<file path="src/rtl/blade_ignition_pkg.sv">
// Shared types and constants for the blade ignition sequencer.
package blade_ignition_pkg;

  // Sequencer states; the encoding is visible on the state output.
  typedef enum logic [1:0] {
    ST_OFF        = 2'b00,
    ST_EXTENDING  = 2'b01,
    ST_ON         = 2'b10,
    ST_RETRACTING = 2'b11
  } state_e;

  localparam int CM_PER_M = 100;
  localparam int MAX_CM   = 100;

  // bladeConfig encodings
  localparam logic [1:0] CFG_NONE        = 2'b00;
  localparam logic [1:0] CFG_SINGLE      = 2'b01;
  localparam logic [1:0] CFG_DOUBLE      = 2'b10;
  localparam logic [1:0] CFG_DOUBLE_HILT = 2'b11;

  // True when the configuration lights the secondary emitter.
  function automatic logic cfg_is_double(input logic [1:0] cfg);
    return (cfg == CFG_DOUBLE) || (cfg == CFG_DOUBLE_HILT);
  endfunction

endpackage

</file>
<file path="src/rtl/blade_ignition_len_split.sv">
// Splits a centimetre position into meters and centimetre-remainder parts.
module len_split #(
  parameter int W = 16
) (
  input  logic [7:0]   i_pos_cm,
  output logic [W-1:0] o_cur_l,
  output logic [W-1:0] o_cur_r
);
  import blade_ignition_pkg::*;

  localparam logic [7:0] CM8 = 8'(CM_PER_M);

  // Constant divide/modulo by 100 on an 8-bit position.
  always_comb begin
    o_cur_l = W'(i_pos_cm / CM8);
    o_cur_r = W'(i_pos_cm % CM8);
  end

endmodule

</file>
<file path="src/rtl/blade_ignition.sv">
// Blade ignition sequencer: latches a target length on ignite and steps the
// blade position toward it, or back to zero on retract.
module blade_ignition #(
  parameter int W       = 16,
  parameter int STEP_CM = 1,
  parameter int MAX_CM  = 100
) (
  input  logic         clk,
  input  logic         rst,
  input  logic [W-1:0] lenL,
  input  logic [W-1:0] lenR,
  input  logic [1:0]   bladeConfig,
  input  logic         ignite,
  input  logic         retract,
  output logic [W-1:0] curL,
  output logic [W-1:0] curR,
  output logic [1:0]   state,
  output logic [1:0]   emitters,
  output logic         done,
  output logic         err
);
  import blade_ignition_pkg::*;

  localparam logic [7:0] STEP8 = 8'(STEP_CM);
  localparam logic [8:0] STEP9 = 9'(STEP_CM);

  state_e       r_state;
  state_e       w_state_nxt;
  logic [7:0]   r_pos;
  logic [7:0]   w_pos_nxt;
  logic [7:0]   r_tgt;
  logic [7:0]   w_tgt_nxt;
  logic [1:0]   r_cfg;
  logic [1:0]   w_cfg_nxt;
  logic         w_done_nxt;
  logic         w_err_nxt;

  logic [W+7:0] w_raw_cm;
  logic [7:0]   w_new_tgt;
  logic         w_reject;
  logic [8:0]   w_inc_sum;
  logic [7:0]   w_inc;
  logic [7:0]   w_dec;
  logic [7:0]   w_first;

  logic [W-1:0] w_cur_l;
  logic [W-1:0] w_cur_r;
  logic [W-1:0] r_cur_l;
  logic [W-1:0] r_cur_r;
  logic [1:0]   r_emit;
  logic         r_done;
  logic         r_err;

  // Candidate target from the live length inputs, plus the acceptance test.
  always_comb begin
    w_raw_cm = ((W+8)'(lenL) * (W+8)'(CM_PER_M)) + (W+8)'(lenR);
    if (w_raw_cm > (W+8)'(MAX_CM)) begin
      w_new_tgt = 8'(MAX_CM);
    end else begin
      w_new_tgt = w_raw_cm[7:0];
    end
    w_reject = lenL[W-1] | lenR[W-1] | (w_new_tgt == 8'd0) |
               (bladeConfig == CFG_NONE);
  end

  // One step up (clamped at the latched target) and one step down (clamped at 0).
  always_comb begin
    w_inc_sum = {1'b0, r_pos} + STEP9;
    if (w_inc_sum >= {1'b0, r_tgt}) begin
      w_inc = r_tgt;
    end else begin
      w_inc = w_inc_sum[7:0];
    end
    if (r_pos > STEP8) begin
      w_dec = r_pos - STEP8;
    end else begin
      w_dec = 8'd0;
    end
    if (STEP8 >= w_new_tgt) begin
      w_first = w_new_tgt;
    end else begin
      w_first = STEP8;
    end
  end

  // Next-state logic; retract takes priority over ignite everywhere.
  always_comb begin
    w_state_nxt = r_state;
    w_pos_nxt   = r_pos;
    w_tgt_nxt   = r_tgt;
    w_cfg_nxt   = r_cfg;
    w_done_nxt  = 1'b0;
    w_err_nxt   = 1'b0;
    case (r_state)
      ST_OFF: begin
        if (retract) begin
          w_state_nxt = ST_OFF;
        end else if (ignite) begin
          if (w_reject) begin
            w_err_nxt = 1'b1;
          end else begin
            w_state_nxt = ST_EXTENDING;
            w_tgt_nxt   = w_new_tgt;
            w_cfg_nxt   = bladeConfig;
            w_pos_nxt   = w_first;
            w_done_nxt  = (w_first == w_new_tgt);
          end
        end else begin
          w_state_nxt = ST_OFF;
        end
      end
      ST_EXTENDING: begin
        if (retract) begin
          w_state_nxt = ST_RETRACTING;
          w_pos_nxt   = w_dec;
          w_done_nxt  = (w_dec == 8'd0);
        end else if (r_pos == r_tgt) begin
          w_state_nxt = ST_ON;
        end else begin
          w_pos_nxt  = w_inc;
          w_done_nxt = (w_inc == r_tgt);
        end
      end
      ST_ON: begin
        if (retract) begin
          w_state_nxt = ST_RETRACTING;
          w_pos_nxt   = w_dec;
          w_done_nxt  = (w_dec == 8'd0);
        end else begin
          w_state_nxt = ST_ON;
        end
      end
      ST_RETRACTING: begin
        if (!retract && ignite) begin
          w_state_nxt = ST_EXTENDING;
          w_pos_nxt   = w_inc;
          w_done_nxt  = (w_inc == r_tgt);
        end else if (r_pos == 8'd0) begin
          w_state_nxt = ST_OFF;
        end else begin
          w_pos_nxt  = w_dec;
          w_done_nxt = (w_dec == 8'd0);
        end
      end
      default: begin
        w_state_nxt = ST_OFF;
        w_pos_nxt   = 8'd0;
      end
    endcase
  end

  // Position in meters/centimetres derived from the next position.
  len_split #(.W(W)) u_len_split (
    .i_pos_cm (w_pos_nxt),
    .o_cur_l  (w_cur_l),
    .o_cur_r  (w_cur_r)
  );

  // FSM state, position, target and latched configuration registers.
  always_ff @(posedge clk) begin
    if (rst) begin
      r_state <= ST_OFF;
      r_pos   <= 8'd0;
      r_tgt   <= 8'd0;
      r_cfg   <= CFG_NONE;
    end else begin
      r_state <= w_state_nxt;
      r_pos   <= w_pos_nxt;
      r_tgt   <= w_tgt_nxt;
      r_cfg   <= w_cfg_nxt;
    end
  end

  // Registered outputs so no input reaches an output combinationally.
  always_ff @(posedge clk) begin
    if (rst) begin
      r_cur_l <= '0;
      r_cur_r <= '0;
      r_emit  <= 2'b00;
      r_done  <= 1'b0;
      r_err   <= 1'b0;
    end else begin
      r_cur_l <= w_cur_l;
      r_cur_r <= w_cur_r;
      r_emit  <= {cfg_is_double(w_cfg_nxt) & (w_pos_nxt != 8'd0),
                  (w_pos_nxt != 8'd0)};
      r_done  <= w_done_nxt;
      r_err   <= w_err_nxt;
    end
  end

  assign curL     = r_cur_l;
  assign curR     = r_cur_r;
  assign state    = r_state;
  assign emitters = r_emit;
  assign done     = r_done;
  assign err      = r_err;

endmodule

</file>
<file path="config.mk">
export PLATFORM = sky130hd
export DESIGN_NAME = blade_ignition
export DESIGN_NICKNAME = d
export VERILOG_FILES = /design/src/rtl/blade_ignition_pkg.sv /design/src/rtl/blade_ignition_len_split.sv /design/src/rtl/blade_ignition.sv
export SDC_FILE = /design/constraint.sdc
export NUM_CORES = 1
export LEC_CHECK = 0
export CORE_AREA = 2 2 146 148
export CTS_CLUSTER_DIAMETER = 120
export DETAILED_ROUTE_END_ITERATION = 7
export DIE_AREA = 0 0 148 150
export PLACE_DENSITY = 0.58
export SETUP_SLACK_MARGIN = 0.4
export SLEW_MARGIN = 5
export SYNTH_ARGS = -nofsm -noshare
export SYNTH_HDL_FRONTEND = slang
export SYNTH_SLANG_ARGS = --single-unit
</file>
<file path="constraint.sdc">
create_clock -name clk -period 13.2 [get_ports clk]
set_clock_uncertainty 0.2 [all_clocks]
set_input_delay 2.64 -clock clk [delete_from_list [all_inputs] [get_ports clk]]
set_output_delay 2.64 -clock clk [all_outputs]
set_load 0.05 [all_outputs]
</file>
==> impl_results.md, run 1 <==
- Worst path slowest cell: and4_1
- Area grow syn2layout: 15.3%
- Top-area cell type share of the netlist area: about 18%
- Layout cells sized above 1: roughly 5.0%
- Dpl ws: 1670 ps
- Compound-Gate Fraction of Synth Area: 26.2%
- Post-synth cell types: around 90
- Setup TNS: 0 ps
- Residual DRC: 0
- CTS root buf: clkbuf_16
- Post-layout min period: 11270 ps
- Placed cell area: 6800 sq um
- MaxCap Viol Count: 0
- CP max FO: 17
- Worst Path Arrival: 11240 ps
- DP HPWL: 13500 microns
- N_diodes: 0
- Cells after Synth: 802
- Required @ worst endpoint: 13170 ps
- Yosys reg bits: 39
- Final core utilization: between 30% and 40%
- Via/cell ratio: 5.27
- Rows: 53
- Synth Flop Type: dfxtp_1
- Simple-gate area share of the yosys netlist: 21.3%
- All-Layer GR Usage: ~15%
- Crit share post-route: between 80% and 90%
- Post-synthesis xor/xnor area fraction: between 7 and 8%
- Crit path top cell by count: ha_1
- Placeable Area: 20700 sq um
- Buffers on Ports: 61
- Max incr delay on CP: 650 ps
- Final ANT Viol Nets: 0
- Hold Buf Count CTS: 0
- Startpoint types: input port
- CTS H-tree depth: 2
- CTS Sinks: 39
- Slew margin rel.: 37.2%
- Die Width: 148 microns
- Clock buffer depth: 2
- Post-synth EDFFs: 0
- CTS clk-pin slew, worst paths: 60 ps
- RSZ-0062 raised after global routing: no
- Fin. Hold Viols: 0
- Area leader, netlist: ha_1
- Starting DRT DRC Count: approximately 600
- Kind of critical path: in2reg
- Final setup fails: 0
- Power per standard cell area: 129 nW/um^2
- Post-synthesis cell area: 6060 sq um
- Inserted Clock Buffers: 5
- Area used by multi-input combinational logic: 4760 sq um
- Final Net Count: 971
- Die ar.: roughly 22000 sq um
- Crit path capture type: flip-flop
- TritonRoute pass-1 iters: 6
- R2r worst-path depth: 23
- Vias in the first global route: roughly 5700
- Synth warnings: 0
- Final RePlAce weighted congestion: between 0.9 and 1
- Initial antenna violation count: 0
- Height of the die: 150 microns
- Fmax: around 0.089 GHz
- Leakage Power: 2.98 nW
- # resized after CTS: 0
- Register Area: 781 sq um
- FFs w/ async S/R, synth: 0%
- Mux cell area share after synthesis: 1.20%
- Worst-Skew Late Latency: 290 ps
- Post-CTS Setup Bufs: 0
- Adder-Cell Fraction of Synth Area: 21.9%
- Slew Viols, Final: 0
- CTS tree: built
- Synth top area cells: ha_1 (18%), dfxtp_1 (13%), inv_1 (4.7%)
- Worst IR Drop VDD: just under 0.06 mV
- Worst-margin pin slew: around 940 ps
- Grt total ovfl: 0
- Register area share after synthesis: 12.9%
- Post-Layout Inst Area: 6980 sq um
- IO Count: 76
- Combinational family with the most area after synthesis: compound AO/OA/AOI/OAI gates
- Fin worst setup slack: ~1900 ps
- Drt wl/cell: 15.1 microns
- Fill count: 2218
- Status: complete, no violations
- Pin count of the biggest net entering global routing: 44
- Post-Syn Area per Cell: ~7.6 sq um
- Hold path depth: 2
- Hold slack: about 330 ps
- First-pass GRT wire length: 27900 microns
- Worst hold path type: reg2reg
- WL final: 16700 microns
- DR vias: 5847
- Starting Density: 29.3%
## stage by stage
step / total power, mW / instances
6_report: 0.904 / 1110
4_1_cts: 0.904 / 1110
5_1_grt: 0.985 / 1110
2_1_floorplan: 0.616 / 815
3_3_place_gp: 0.742 / 1102
3_5_place_dp: 0.743 / 1102
## logic make-up after synthesis
family                   count (synthesis)
AO/OA/AOI/OAI                          226
XOR/XNOR                                49
adder cells (fa/ha/maj)                 99
buffers and inverters                  127
flip-flops                              39
multiplexers                             7
other                                    1
AND/OR/NAND/NOR                        254
## worst paths after layout
check                           startpoint        to  slack, ps
worst min register to register    r_cfg[1]  r_cfg[1]        330
worst max-delay path               lenL[3]   curR[6]       1930
worst max register to register    r_pos[0]   curR[6]       5840
worst min-delay path              r_cfg[1]  r_cfg[1]        330
## worst max-delay path: cells and delay by family
| kind | cells | cell delay (ps) |
|---|---|---|
| and+or+nand+nor | 7 | 1770 |
| adders and majority gates | 7 | 2260 |
| xor gates and xnor gates | 2 | 210 |
| AOI/OAI and AO/OA | 14 | 3480 |
| muxes | 1 | 330 |
| buffers and inverters | 3 | 540 |
## final cells by class
cell class	instances	area share [%]
multi-input combinational	649	68.1
inverter	76	4.08
timing repair buffer	63	8.96
clock buffer	6	1.85
sequential	39	11.2
tap	275	4.93
clock inverter	2	0.860
## cells in the final DEF (no fill, tap or decap), drive strengths merged, types with 10 or more instances in the layout
cell           instances
ha                    87
inv                   76
nor2                  72
clkdlybuf4s50         61
a21oi                 56
nand2                 48
o21ai                 44
dfxtp                 39
xnor2                 32
nor3                  31
nand3                 23
a21o                  21
xor2                  17
or3                   14
conb                  14
nand4                 13
fa                    12
a31oi                 12
a211oi                11
and2                  10
o211ai                10
or2                   10
## registers in the layout, indices dropped and copies added, names as in the netlist
| name | cells |
|---|---|
| curR | 14 |
| r_pos | 8 |
| r_tgt | 8 |
| curL | 2 |
| emitters | 2 |
| state | 2 |
| done | 1 |
| err | 1 |
| r_cfg | 1 |
## report_power, final
part | total (mW) | internal, mW | switching (mW)
clock | 0.158 | 0.108 | 0.0494
combinational | 0.611 | 0.244 | 0.367
sequential | 0.135 | 0.125 | 0.0105
## cells in the mapped netlist, types with 3 or more instances
master / instances
a211oi_1: 9
buf_2: 13
dfxtp_1: 39
a31oi_1: 11
a221oi_1: 5
inv_1: 76
buf_4: 17
nor4_1: 3
and3_1: 7
a32oi_1: 3
clkbuf_1: 19
nand3_1: 23
o21ai_1: 7
nand2b_1: 3
a21o_1: 21
nor3_1: 30
ha_1: 87
o21a_1: 5
or2_1: 3
o211ai_1: 6
xnor2_1: 32
nand4_1: 13
a21oi_1: 54
xor2_1: 17
o22ai_1: 3
fa_1: 12
nor2_1: 71
o31ai_1: 4
nand2_1: 48
o21bai_1: 3
a31o_2: 5
or2_2: 5
or3_1: 14
a211o_1: 5
o21ai_0: 37
nor2b_1: 6
a311oi_1: 3
mux2i_1: 5
o211ai_2: 4
and2_1: 10
## routing by layer
| layer | share of wire, % | global-route usage, % |
|---|---|---|
| met1 | 46 | 20.1 |
| met5 | 0 | 0 |
| met3 | 5.8 | 2.04 |
| met2 | 46 | 25.9 |
| met4 | 1.9 | 3.71 |
Note: power is estimated with default switching activity, not from simulation.
==> inputs of run 2 (changes only) <==
--- a/config.mk
+++ b/config.mk
@@ -11,7 +11,6 @@
 export DIE_AREA = 0 0 148 150
 export PLACE_DENSITY = 0.58
 export SETUP_SLACK_MARGIN = 0.4
-export SLEW_MARGIN = 5
 export SYNTH_ARGS = -nofsm -noshare
 export SYNTH_HDL_FRONTEND = slang
 export SYNTH_SLANG_ARGS = --single-unit
==> results of run 2 <==
No change in the layout: final DEF, timing and power equal those of run 1.
